`config.mk`:
```
export PLATFORM = sky130hd
export DESIGN_NAME = fft4_frame_loader
export DESIGN_NICKNAME = d
export VERILOG_FILES = /design/src/rtl/fft4_pkg.sv /design/src/rtl/fft4_bank.sv /design/src/rtl/fft4_frame_loader.sv
export SDC_FILE = /design/constraint.sdc
export NUM_CORES = 1
export LEC_CHECK = 0
export CAP_MARGIN = 0
export CELL_PAD_IN_SITES_DETAIL_PLACEMENT = 1
export CELL_PAD_IN_SITES_GLOBAL_PLACEMENT = 1
export CORE_MARGIN = 3
export CORE_UTILIZATION = 31
export DETAILED_ROUTE_END_ITERATION = 8
export PLACE_DENSITY_LB_ADDON = 0.1
export REMOVE_ABC_BUFFERS = 1
export SLEW_MARGIN = 30
export SYNTH_ARGS = -nofsm -noshare
export SYNTH_HDL_FRONTEND = slang
export SYNTH_SLANG_ARGS = --single-unit
export TNS_END_PERCENT = 30
```
`constraint.sdc`:
```
create_clock -name clk -period 5.9 [get_ports clk]
set_input_delay 0.885 -clock clk [delete_from_list [all_inputs] [get_ports clk]]
set_output_delay 0.885 -clock clk [all_outputs]
set_load 0.005 [all_outputs]
```
`src/rtl/fft4_pkg.sv`:
```
// Shared types and helpers for the FFT input loaders.
// FFT4_LOADER_BITREV_EN: when defined, slot() returns the bit-reversed index
// so frames come out in decimation-in-time order.
package fft4_pkg;

  localparam int unsigned SAMPLE_W = 4;

  typedef logic [SAMPLE_W-1:0] sample_t;
  typedef sample_t frame_t [4];

  // Map a time index within a frame to its storage slot
  function automatic logic [1:0] slot(input logic [1:0] i);
`ifdef FFT4_LOADER_BITREV_EN
    return {i[0], i[1]};
`else
    return i;
`endif
  endfunction

endpackage

```
`src/rtl/fft4_bank.sv`:
```
// One 4-entry sample bank with a full flag; written one slot at a time.
module fft4_bank #(
  parameter int unsigned SAMPLE_W = 4
) (
  input  logic                clk,
  input  logic                rst_n,
  input  logic                wr_en,
  input  logic [1:0]          wr_slot,
  input  logic [SAMPLE_W-1:0] wr_data,
  input  logic                set_full,
  input  logic                clr_full,
  output logic                full,
  output logic [SAMPLE_W-1:0] data [4]
);

  logic [SAMPLE_W-1:0] data_q [4];
  logic [SAMPLE_W-1:0] data_d [4];
  logic                full_q;
  logic                full_d;

  // Next-state: slot write and full flag set/clear
  always_comb begin
    data_d = data_q;
    full_d = full_q;
    if (wr_en) begin
      data_d[wr_slot] = wr_data;
    end
    if (set_full) begin
      full_d = 1'b1;
    end else if (clr_full) begin
      full_d = 1'b0;
    end
  end

  // Bank storage registers
  always_ff @(posedge clk or negedge rst_n) begin
    if (!rst_n) begin
      for (int i = 0; i < 4; i++) begin
        data_q[i] <= '0;
      end
      full_q <= 1'b0;
    end else begin
      data_q <= data_d;
      full_q <= full_d;
    end
  end

  assign full = full_q;
  assign data = data_q;

endmodule

```
`src/rtl/fft4_frame_loader.sv`:
```
// Ping-pong framing stage: serial samples in, 4-sample frames out to the FFT.
// FFT4_LOADER_BITREV_EN selects bit-reversed slot order (see fft4_pkg::slot).
module fft4_frame_loader #(
  parameter int unsigned SAMPLE_W = fft4_pkg::SAMPLE_W,
  parameter int unsigned CNT_W    = 16
) (
  input  logic                clk,
  input  logic                rst_n,
  input  logic                s_valid,
  output logic                s_ready,
  input  logic [SAMPLE_W-1:0] s_data,
  input  logic                s_sof,
  output logic                m_valid,
  input  logic                m_ready,
  output logic [SAMPLE_W-1:0] m_a,
  output logic [SAMPLE_W-1:0] m_b,
  output logic [SAMPLE_W-1:0] m_c,
  output logic [SAMPLE_W-1:0] m_d,
  output logic [CNT_W-1:0]    frame_cnt,
  output logic [7:0]          drop_cnt
);

  import fft4_pkg::*;

  logic                wr_bank_q, wr_bank_d;
  logic                rd_bank_q, rd_bank_d;
  logic [1:0]          wr_idx_q, wr_idx_d;
  logic [CNT_W-1:0]    frame_cnt_q, frame_cnt_d;
  logic [7:0]          drop_cnt_q, drop_cnt_d;

  logic                full0, full1;
  logic [SAMPLE_W-1:0] bank0_data [4];
  logic [SAMPLE_W-1:0] bank1_data [4];

  logic                accept;
  logic                consume;
  logic                resync;
  logic                complete;
  logic [1:0]          wr_slot;

  // Handshake decode from registered bank state
  assign s_ready = wr_bank_q ? !full1 : !full0;
  assign m_valid = rd_bank_q ? full1 : full0;
  assign accept  = s_valid && s_ready;
  assign consume = m_valid && m_ready;

  // Pointer and counter next-state; resync wins over frame completion
  always_comb begin
    wr_bank_d   = wr_bank_q;
    rd_bank_d   = rd_bank_q;
    wr_idx_d    = wr_idx_q;
    frame_cnt_d = frame_cnt_q;
    drop_cnt_d  = drop_cnt_q;
    resync      = 1'b0;
    complete    = 1'b0;
    wr_slot     = slot(wr_idx_q);

    if (accept) begin
      if (s_sof && (wr_idx_q != 2'd0)) begin
        resync   = 1'b1;
        wr_slot  = slot(2'd0);
        wr_idx_d = 2'd1;
        if (drop_cnt_q != 8'hFF) begin
          drop_cnt_d = drop_cnt_q + 8'd1;
        end
      end else if (wr_idx_q == 2'd3) begin
        complete  = 1'b1;
        wr_idx_d  = 2'd0;
        wr_bank_d = !wr_bank_q;
      end else begin
        wr_idx_d = wr_idx_q + 2'd1;
      end
    end

    if (consume) begin
      rd_bank_d   = !rd_bank_q;
      frame_cnt_d = frame_cnt_q + CNT_W'(1);
    end
  end

  // Control registers
  always_ff @(posedge clk or negedge rst_n) begin
    if (!rst_n) begin
      wr_bank_q   <= 1'b0;
      rd_bank_q   <= 1'b0;
      wr_idx_q    <= 2'd0;
      frame_cnt_q <= '0;
      drop_cnt_q  <= 8'd0;
    end else begin
      wr_bank_q   <= wr_bank_d;
      rd_bank_q   <= rd_bank_d;
      wr_idx_q    <= wr_idx_d;
      frame_cnt_q <= frame_cnt_d;
      drop_cnt_q  <= drop_cnt_d;
    end
  end

  fft4_bank #(.SAMPLE_W(SAMPLE_W)) u_bank0 (
    .clk      (clk),
    .rst_n    (rst_n),
    .wr_en    (accept && !wr_bank_q),
    .wr_slot  (wr_slot),
    .wr_data  (s_data),
    .set_full (complete && !wr_bank_q),
    .clr_full (consume && !rd_bank_q),
    .full     (full0),
    .data     (bank0_data)
  );

  fft4_bank #(.SAMPLE_W(SAMPLE_W)) u_bank1 (
    .clk      (clk),
    .rst_n    (rst_n),
    .wr_en    (accept && wr_bank_q),
    .wr_slot  (wr_slot),
    .wr_data  (s_data),
    .set_full (complete && wr_bank_q),
    .clr_full (consume && rd_bank_q),
    .full     (full1),
    .data     (bank1_data)
  );

  // Present the read bank straight from its registers
  assign m_a = rd_bank_q ? bank1_data[0] : bank0_data[0];
  assign m_b = rd_bank_q ? bank1_data[1] : bank0_data[1];
  assign m_c = rd_bank_q ? bank1_data[2] : bank0_data[2];
  assign m_d = rd_bank_q ? bank1_data[3] : bank0_data[3];

  assign frame_cnt = frame_cnt_q;
  assign drop_cnt  = drop_cnt_q;

endmodule
```
==> summary.md <==
The run finished with clean final reports. Registers are responsible for 40.5% of the overall power. The tools report the number of hold violations in the final report as 0. After technology mapping, the gate count stands at 228. The slowest cell on the critical path was sky130_fd_sc_hd__dfrtp_1.

The tools report the all-layer global routing usage as 13.0%. Setup repair after global routing left no endpoint under its margin. After layout, the worst path uses 54.4% of the clock period. In the final routed layout, each cell accounts on average for 15.3 um. For this block, the initial DRC count from the detailed router was 41. For the finished layout, the period the worst path requires is 3.21 ns.

The logs give 5.02 ns for the required time at the worst-slack endpoint and 2 for the clock tree buffer depth. 51 I/O pins were placed. The synthesized design devotes to its leading area cell type 53.1% of total area.

Multiplexer cells account for 21.0% of the synthesized area. For the final non-filler cell total, the log shows 398. The final routed wirelength across all metal layers is 6100 um, and the share of post-route cells with drive strength above 1 is 25.9%. The beginning of the worst hold path was frame_cnt[15]$_DFFE_PN0P_. A synthesized cell averages 12.8 um^2.

The number of max-slew violations in the final report was 0. In this run the critical register-to-register path is launched from wr_idx_q[1]$_DFFE_PN0N_. The core box area is 8930 um^2. The clock network burns 22.9% of the power. The nature of the critical path startpoint was a register. The die covers 10600 um^2. For the post-cts hold buffer count, the log shows 0.

The total negative slack was 0 ns; the number of maximum-capacitance violations was 0. In this run the post-CTS setup repair buffer count came out at 0. The count of standard-cell rows is 34, and the first-pass iteration count of the detailed router is 3. The final layout contains 298 nets. The setup check on the worst reg-to-reg path leaves a slack of 3.66 ns. The logs give 2.33 ns for the data arrival time of the worst path and 0.311 GHz for the top achievable clock speed.

For the relative max-transition margin, the log shows 38.4%. The distinct cell type count of the synthesized netlist is 44. The tools report the HPWL after detailed placement as 4270 um. The global-route wire length before repair came out at 10500 um. The run gives 382 as the number of cells after detailed placement.

Entering global routing, the biggest net connects 63 pins. The analysis attributes to cell leakage a power of 1.63 nW. Combinational logic burns 36.6% of the power. 0 antenna diodes ended up in the layout. For the number of levels in the clock H-tree, the log shows 3. The path with the worst hold slack has its endpoint at frame_cnt[15]$_DFFE_PN0P_.

The run gives 1967 as the via total after detailed routing. Longest individual stage delay on the worst path: 0.95 ns. The min-delay analysis places its worst path in the category register to register. For the final database, setup skew stands at 0.00693 ns. The floorplan die width was 103 um.

Largest area contributor in the netlist: sky130_fd_sc_hd__dfrtp_1. For the pin with the worst max-slew slack, the measured transition is 0.924 ns. The synthesized netlist devotes 6.00% of its cell area to XOR and XNOR gates.

For this design the ratio of total power to cell area is 475 nW/um^2. The synthesized netlist devotes 1.71% of its cell area to adder and majority cells. The tools report the remaining number of nets flagged by the antenna check after routing as 0. The tools report the critical register-to-register path endpoint as u_bank0.data[5]$_DFFE_PN0P_. Net switching is 29.2% of the power. The area of the mapped netlist is 2920 um^2. Summing the areas of all compound-gate instances in the mapped netlist gives 2.57% of the synthesized area. The internal portion of total power was 1.26 mW; the number of clock buffers inserted by TritonCTS was 9. Yosys printed 0 warnings.

In this run, post-CTS repair resized a total of 0 instances. From bottom edge to top edge, the die measures 103 um. Once the floorplan was initialized, standard cells occupied 32.7% of the core. The number of global-route vias before repair is 2096.

The critical path is of the register to output pin type. Ranked by total cell area, the synthesized netlist is headed by sky130_fd_sc_hd__dfrtp_1 (53%), sky130_fd_sc_hd__mux2_2 (17%), sky130_fd_sc_hd__xnor2_1 (3.9%), sky130_fd_sc_hd__nand4_1 (2.1%), sky130_fd_sc_hd__xor2_1 (2.1%). Summing the sequential cell areas from Yosys gives 53.1% of the chip area. After synthesis the netlist holds a flip-flop and latch count of 62. Dividing the detail-routed via count by the number of cells gives 4.94.

Of the total synthesized cell area, the portion taken by AND, OR, NAND and NOR gates is 13.6%. At the later pin of the worst-skew pair, clock insertion delay measures 0.33 ns. The number of cells traversed by the worst hold path was 1; the worst IR drop on VDD was 237 uV.

The minimum hold slack is 0.464 ns, and the number of cells traversed by the worst register-to-register path is 6. The top fanout value on the critical path was 21. Relative to the synthesized area, the layout overhead comes to 28.1%. The port buffer count is 50, and the total number of clock tree sinks is 62.

The clock-pin slew on the worst setup and hold paths came out at 0.07 ns. The analysis attributes to net switching a power of 519 uW. The critical path goes through mux2i_2 -> inv_1 -> clkdlybuf4s50_1. The leading cell type in the layout, fill and taps excluded is sky130_fd_sc_hd__dfrtp_1.

In the routed design, unresolved DRC markers number 0. By area, the combinational part of the netlist is dominated by multiplexers. The tree is rooted in a sky130_fd_sc_hd__clkbuf_8.

The run gives 0 as the number of antenna violations at the first check in global routing. The tools report the final global-route overflow total as 0. The critical path capture point type was an output pin. The filler cells instantiated in the layout total 958.

Leaving out fill and tap cells, the most frequent cells in the layout are sky130_fd_sc_hd__dfrtp_1 (62), sky130_fd_sc_hd__clkdlybuf4s50_1 (49), sky130_fd_sc_hd__mux2_2 (44), sky130_fd_sc_hd__nand2_1 (13), sky130_fd_sc_hd__xnor2_1 (13). Setup violations remaining at the end of the flow were counted as 0. TritonCTS built the clock tree.

The routability congestion estimate from global placement is 0.710.
[how the worst max path moves through the flow]
stage                     slack [ns]             startpoint  cells after the start                           end
final                           2.69  rd_bank_q$_DFFE_PN0P_                      3                       m_valid
after global routing            2.50  rd_bank_q$_DFFE_PN0P_                      3                       m_valid
after CTS                       2.61  rd_bank_q$_DFFE_PN0P_                      3                       m_valid
after detailed placement        2.97  rd_bank_q$_DFFE_PN0P_                      3                       m_valid
after global placement          3.05  rd_bank_q$_DFFE_PN0P_                      3                       m_valid
after floorplan                 3.74                  s_sof                      4  u_bank0.data[10]$_DFFE_PN0P_
[per-layer routing]
metal / global-route usage, % / up-vias / wire length [um]
li1: - / 937 / -
met1: 17.0 / 987 / 2850
met2: 19.9 / 38 / 2930
met3: 4.13 / 5 / 248
met4: 5.08 / 0 / 72
met5: 0 / - / 0
[cells in the mapped netlist, drive strengths merged]
cell	count
or4	1
nor3b	2
o21ai	6
o21a	1
nand3	8
and3b	1
a41oi	1
nand4b	1
ha	4
and3	4
and4	2
a21oi	3
mux2	49
nor3	3
dfrtp	62
xnor2	13
buf	5
xor2	7
o211ai	1
nor2b	1
or3	1
nor2	8
a31oi	1
or4b	1
nor4b	3
nand2b	1
nand4	10
nor4	2
inv	7
nand2	15
and2	1
mux2i	3
[cell type report]
cell class / instances / area [um^2] / share of cell area (%)
tap: 108 / 135 / 3.61
multi-input combinational: 154 / 1310 / 35.0
clock buffer: 12 / 145 / 3.88
inverter: 7 / 26.3 / 0.702
clock inverter: 4 / 70.1 / 1.87
timing repair buffer: 51 / 503 / 13.4
sequential: 62 / 1550 / 41.5
[power groups by stage]
| stage | clock network (mW) | registers [mW] | logic (mW) |
|---|---|---|---|
| after global placement | 0 | 0.728 | 0.656 |
| after global routing | 0.445 | 0.752 | 0.720 |
| after detailed placement | 0 | 0.732 | 0.663 |
| after CTS | 0.424 | 0.724 | 0.670 |
| final | 0.408 | 0.720 | 0.651 |
| after floorplan | 0 | 0.689 | 0.371 |
[critical path: cells and delay by family (launching register included)]
kind                   cells  cell delay (ns)
buffers and inverters      2             0.57
flip-flops                 1             0.95
multiplexers               1             0.47
[state kept, by name (all words and copies together) (netlist names)]
signal and flops:
u_bank1.data 16, drop_cnt 8, u_bank0.full 1, rd_bank_q 1, wr_bank_q 1, wr_idx_q 2, u_bank1.full 1, frame_cnt 16
u_bank0.data 16
[metrics by stage]
stage / total power, mW / util (%) / setup WS [ns] / instance area [um^2]
final: 1.78 / 41.9 / 2.69 / 3740
after global routing: 1.92 / 41.9 / 2.50 / 3740
after CTS: 1.82 / 41.9 / 2.61 / 3740
after detailed placement: 1.39 / 39.5 / 2.97 / 3530
after global placement: 1.38 / 39.5 / 3.05 / 3530
after floorplan: 1.06 / - / 3.74 / 2890
[cells by family (layout without fill, tap and decap cells)]
group / Yosys count / after routing
and+or+nand+nor: 65 / 65
DFF: 62 / 62
muxes: 52 / 52
xor gates and xnor gates: 20 / 20
AOI/OAI and AO/OA: 13 / 13
buffers and inverters: 12 / 74
adders and majority gates: 4 / 4
No activity file was read; power rests on OpenSTA's default activity.
